**src/rtl/uart_receiver.sv**
```systemverilog
// uart_receiver: 8N1-style UART receive path driven by the shared oversampling tick.
// Recovers start / SIZE_DATA data bits (LSB first) / stop frames, writes good bytes
// to the RX FIFO with a one-cycle strobe and flags framing and overrun errors.
// Optional build macro: UART_RX_MAJORITY_VOTE_EN (2-of-3 vote around mid-bit).
module uart_receiver #(
    parameter int SIZE_DATA   = 8,
    parameter int OVER_SAMPLE = 16
) (
    input  logic                 i_clk,
    input  logic                 i_rst_n,
    input  logic                 i_stick,
    input  logic                 i_rx_en,
    input  logic                 i_rx_serial,
    input  logic                 i_fifo_full,
    output logic [SIZE_DATA-1:0] o_rx_data,
    output logic                 o_rx_valid,
    output logic                 o_frame_err,
    output logic                 o_overrun,
    output logic                 o_rx_busy
);

    localparam int CW  = $clog2(OVER_SAMPLE);
    localparam int IW  = (SIZE_DATA > 1) ? $clog2(SIZE_DATA) : 1;
    localparam int MID = OVER_SAMPLE / 2;
`ifdef UART_RX_MAJORITY_VOTE_EN
    localparam int DEC = MID + 1;
`else
    localparam int DEC = MID;
`endif
    localparam logic [CW-1:0] CNT_DEC  = CW'(DEC);
    localparam logic [CW-1:0] CNT_LAST = CW'(OVER_SAMPLE - 1);
    localparam logic [IW-1:0] IDX_LAST = IW'(SIZE_DATA - 1);

    typedef enum logic [1:0] {
        IDLE,
        START,
        DATA,
        STOP
    } state_t;

    state_t                state_q, state_d;
    logic [1:0]            sync_q, sync_d;
    logic                  prev_q, prev_d;
    logic [CW-1:0]         count_q, count_d;
    logic [IW-1:0]         index_q, index_d;
    logic [SIZE_DATA-1:0]  shift_q, shift_d;
    logic [SIZE_DATA-1:0]  data_q, data_d;
    logic                  valid_q, valid_d;
    logic                  ferr_q, ferr_d;
    logic                  ovr_q, ovr_d;
    logic                  rxs;
    logic                  bit_val;
    logic                  dec_tick;
    logic                  last_tick;

    assign rxs       = sync_q[1];
    assign dec_tick  = i_stick && (count_q == CNT_DEC);
    assign last_tick = i_stick && (count_q == CNT_LAST);

    // Two-stage synchronizer for the serial line plus the previous-value register for edge detection
    always_comb begin
        sync_d = {sync_q[0], i_rx_serial};
        prev_d = rxs;
    end

`ifdef UART_RX_MAJORITY_VOTE_EN
    logic [1:0] vote_q, vote_d;

    // Capture the two samples preceding the decision tick; the third is the live line value
    always_comb begin
        vote_d = vote_q;
        if (i_stick && (count_q == CW'(MID - 1))) begin
            vote_d[0] = rxs;
        end
        if (i_stick && (count_q == CW'(MID))) begin
            vote_d[1] = rxs;
        end
    end

    // Vote sample register
    always_ff @(posedge i_clk or negedge i_rst_n) begin
        if (!i_rst_n) begin
            vote_q <= 2'b11;
        end else begin
            vote_q <= vote_d;
        end
    end

    assign bit_val = (vote_q[0] & vote_q[1]) | (vote_q[0] & rxs) | (vote_q[1] & rxs);
`else
    assign bit_val = rxs;
`endif

    // Frame FSM next-state, bit counters, shift register and result pulses
    always_comb begin
        state_d = state_q;
        count_d = count_q;
        index_d = index_q;
        shift_d = shift_q;
        data_d  = data_q;
        valid_d = 1'b0;
        ferr_d  = 1'b0;
        ovr_d   = 1'b0;

        if ((state_q != IDLE) && i_stick) begin
            count_d = last_tick ? '0 : count_q + CW'(1);
        end

        case (state_q)
            IDLE: begin
                if (i_rx_en && prev_q && !rxs) begin
                    state_d = START;
                end
            end
            START: begin
                if (dec_tick && bit_val) begin
                    state_d = IDLE;
                end else if (last_tick) begin
                    state_d = DATA;
                end
            end
            DATA: begin
                if (dec_tick) begin
                    shift_d = {bit_val, shift_q[SIZE_DATA-1:1]};
                end
                if (last_tick) begin
                    if (index_q == IDX_LAST) begin
                        index_d = '0;
                        state_d = STOP;
                    end else begin
                        index_d = index_q + IW'(1);
                    end
                end
            end
            STOP: begin
                if (dec_tick) begin
                    state_d = IDLE;
                    if (bit_val) begin
                        if (i_fifo_full) begin
                            ovr_d = 1'b1;
                        end else begin
                            valid_d = 1'b1;
                            data_d  = shift_q;
                        end
                    end else begin
                        ferr_d = 1'b1;
                    end
                end
            end
            default: state_d = IDLE;
        endcase

        if ((state_q != IDLE) && !i_rx_en) begin
            state_d = IDLE;
            data_d  = data_q;
            valid_d = 1'b0;
            ferr_d  = 1'b0;
            ovr_d   = 1'b0;
        end

        if (state_d == IDLE) begin
            count_d = '0;
            index_d = '0;
        end
    end

    // State, datapath and output pulse registers
    always_ff @(posedge i_clk or negedge i_rst_n) begin
        if (!i_rst_n) begin
            state_q <= IDLE;
            sync_q  <= 2'b11;
            prev_q  <= 1'b1;
            count_q <= '0;
            index_q <= '0;
            shift_q <= '0;
            data_q  <= '0;
            valid_q <= 1'b0;
            ferr_q  <= 1'b0;
            ovr_q   <= 1'b0;
        end else begin
            state_q <= state_d;
            sync_q  <= sync_d;
            prev_q  <= prev_d;
            count_q <= count_d;
            index_q <= index_d;
            shift_q <= shift_d;
            data_q  <= data_d;
            valid_q <= valid_d;
            ferr_q  <= ferr_d;
            ovr_q   <= ovr_d;
        end
    end

    assign o_rx_data   = data_q;
    assign o_rx_valid  = valid_q;
    assign o_frame_err = ferr_q;
    assign o_overrun   = ovr_q;
    assign o_rx_busy   = (state_q != IDLE);

endmodule

```
**config.mk**
```make
export PLATFORM = sky130hd
export DESIGN_NAME = uart_receiver
export DESIGN_NICKNAME = d
export VERILOG_FILES = /design/src/rtl/uart_receiver.sv
export SDC_FILE = /design/constraint.sdc
export NUM_CORES = 1
export LEC_CHECK = 0
export CORE_MARGIN = 4
export CORE_UTILIZATION = 31
export CTS_CLUSTER_DIAMETER = 100
export DETAILED_ROUTE_END_ITERATION = 6
export PLACE_DENSITY = 0.55
export RECOVER_POWER = 100
export SLEW_MARGIN = 10
export SYNTH_ARGS = -nofsm -noshare
export SYNTH_HDL_FRONTEND = slang
export SYNTH_SLANG_ARGS = --single-unit
export TNS_END_PERCENT = 1
```
**constraint.sdc**
```tcl
create_clock -name i_clk -period 2.2 [get_ports i_clk]
set_clock_uncertainty 0.15 [all_clocks]
set_input_delay 0.44 -clock i_clk [delete_from_list [all_inputs] [get_ports i_clk]]
set_output_delay 0.44 -clock i_clk [all_outputs]
set_load 0.005 [all_outputs]
```
==> metrics.yaml <==
global_route:
  gr-total-overflow: 0
  grt_pass1_vias: 1007
  antenna_found_initial: 0
  grt_max_degree: 32
  gr-usage-all-layers: 0.110
  grt_pass1_wl_um: 4470
critical_path:
  endpoint_kind: "register"
  cp_top_family: "simple AND/OR/NAND/NOR gates"
  cp_max_fo: 7
  slowest_stage: "clkdlybuf4s50_1"
  path_class: "in -> reg"
  cp.buffers_inverters: 2
  crit_chain: "clkdlybuf4s50_1 > clkbuf_1 > and4_1 > nor3b_2 > mux2i_1 > nor2_1"
  slowest_delay_ps: 480
  required_ps: 2210
  start_kind: "input port"
  critical_path_arrival_ps: 2070
timing:
  rsz0062_at_grt: "no"
  setup_tns_ps: 0
  slew_headroom: 0.495
  worstMarginPinSlew_ps: 758
  min_period_ps: 2060
  hold_viol_final: 0
  whs_ps: 207
  setup_viol: 0
  slew_viol_final: 0
  post-route-period-util: 0.935
  clock.fmax_mhz: 486
  fin_ws_ps: 144
final_layout:
  final_cell_mix: "dfrtp_1, mux2_2, dlygate4sd3_1, nor2_1"
  fin_util: 0.431
  nNetsFinal: 145
  final_cells: 186
  multiInputGateArea_um2: 553
  final_layout_size_suffix_gt1_frac: 0.279
  final_area_mm2: 0.00178
  regArea_um2: 779
  fillers: 392
  n_antenna_cell: 0
  final_common_cell: "dfrtp_1"
  syn_to_final_growth_pct: 29.5
clocking:
  cts_inserted_buffers: 5
  clockBufferDepth: 2
  cts_hold_buf: 0
  post_cts_buffers: 0
  root_buffer: "clkbuf_8"
  cts_tree: "done"
  clkLatencyLatePin_ps: 280
  cts_sinks: 31
  cts_resized: 0
  cts_max_level: 2
  path_clk_slew_ps: 70
placement:
  routabilityCongestion: 0.765
  dp_cells: 178
  placed_area_mm2: 0.00166
  io_buffers: 17
  hpwl_um: 1900
  place_ws_ps: -105
synth:
  synth.distinct_cells: 35
  synth_top_family_by_area: "multiplexers"
  synth-adder-area-share: 0.0363
  ys_ff_latch: 31
  syn_area_per_cell_um2: 13.0
  synth_area_mm2: 0.00138
  syn-instance-count: 106
  synthTopCellsByArea: "dfrtp_1, mux2_2, dfstp_2"
  synthSimpleGateAreaFrac: 0.144
  synth_top_area_frac: 0.509
  synthMuxAreaShare: 0.153
  syn_nets: 116
  synth_seq_area_share: 0.566
  yosys.area.top_type: "dfrtp_1"
  synthXorXnorAreaFrac: 0.00636
  synth_compound_area_frac: 0.0672
  synth-warning-count: 0
floorplan:
  pin_count: 18
  rows: 23
  start_util: 0.332
  die_height_um: 74.7
  dieArea_mm2: 0.00557
  coreArea_mm2: 0.00414
  die_w_um: 74.7
outcome:
  status: "completed"
pwr:
  finalPower_mw: 1.29
  p_leak_nw: 0.850
  p_per_area_mw_per_mm2: 723
  peakVddDrop_v: 0.000590
detailed_routing:
  drc: 0
  viasPerCell: 4.90
  dr.pass1.iters: 4
  drtAntennaViolNets: 0
  wl_um: 2610
  vias: 911
  drt-wirelength-per-cell_um: 14.0
  drt_iter0_drc: 41
min_path:
  hold_class: "reg -> reg"
run:
  max_cap_violations: 0
## worst register-to-register path: cells and delay by family, from the launching register on
| family | cells | cell delay, ps |
|---|---|---|
| fa+ha+maj | 1 | 180 |
| buf+inv | 2 | 230 |
| flops | 1 | 420 |
| mux | 1 | 330 |
| simple gates | 3 | 630 |
## power breakdown
part / total [mW] / internal (mW) / leakage [nW] / switching [mW]
logic: 0.0495 / 0.0199 / 0.364 / 0.0296
clock network: 0.660 / 0.451 / 0.0644 / 0.208
registers: 0.580 / 0.576 / 0.421 / 0.00352
total: 1.29 / 1.05 / 0.850 / 0.242
## registers in the layout, indices dropped and copies added, names as in the netlist
signal	count
o_frame_err	1
o_overrun	1
sync_q	2
o_rx_data	8
o_rx_valid	1
shift_q	8
prev_q	1
count_q	4
state_q	2
index_q	3
## cells in the mapped netlist, drive strengths merged
cell type,number
nand4b,1
nand2b,1
a32o,1
clkbuf,1
o221ai,1
mux2i,3
and4,1
or3,1
o22a,1
a21o,1
nor2,10
a21oi,5
nor3,4
ha,4
dfstp,3
inv,5
dfrtp,28
nor3b,2
xor2,1
o311a,1
a211oi,1
mux2,16
buf,2
nor2b,2
nand4,1
nand2,1
nand3,2
or2,1
o21ai,3
and4b,1
nand3b,1
## final cells by class
type                    instances  share of cell area
clock inverters                 3              0.0379
clock buffers                   5              0.0386
well taps                      50              0.0351
repair buffers                 25               0.131
multi-input cells              67               0.310
inverters                       5              0.0105
flip-flops and latches         31               0.437
## per-layer routing
metal,GRT usage,wire [um],up-vias
met2,0.179,1300,20
met5,0,0,-
met1,0.129,1120,450
li1,-,-,432
met3,0.0401,106,9
met4,0.0534,74,0
## path summary, 6_finish.rpt
| kind | start | endpoint | slack, ps | cells after the start |
|---|---|---|---|---|
| max | i_stick | index_q[2]$_DFFE_PN0P_ | 140 | 6 |
| min | sync_q[0]$_DFF_PN1_ | sync_q[1]$_DFF_PN1_ | 210 | 0 |
| max reg2reg | count_q[0]$_DFFE_PN0P_ | o_rx_data[7]$_DFFE_PN0P_ | 150 | 7 |
| min reg2reg | sync_q[0]$_DFF_PN1_ | sync_q[1]$_DFF_PN1_ | 210 | 0 |
| max in group asynchronous | i_rst_n | shift_q[6]$_DFFE_PN0P_ | 790 | 2 |
| min in group asynchronous | i_rst_n | count_q[2]$_DFFE_PN0P_ | 620 | 2 |
## cells by family after synthesis
logic type | Yosys count
XOR/XNOR | 1
multiplexers | 19
buffers and inverters | 8
flip-flops | 31
AND/OR/NAND/NOR | 29
AO/OA/AOI/OAI | 14
adder cells (fa/ha/maj) | 4
(Power assumes the default switching activity.)
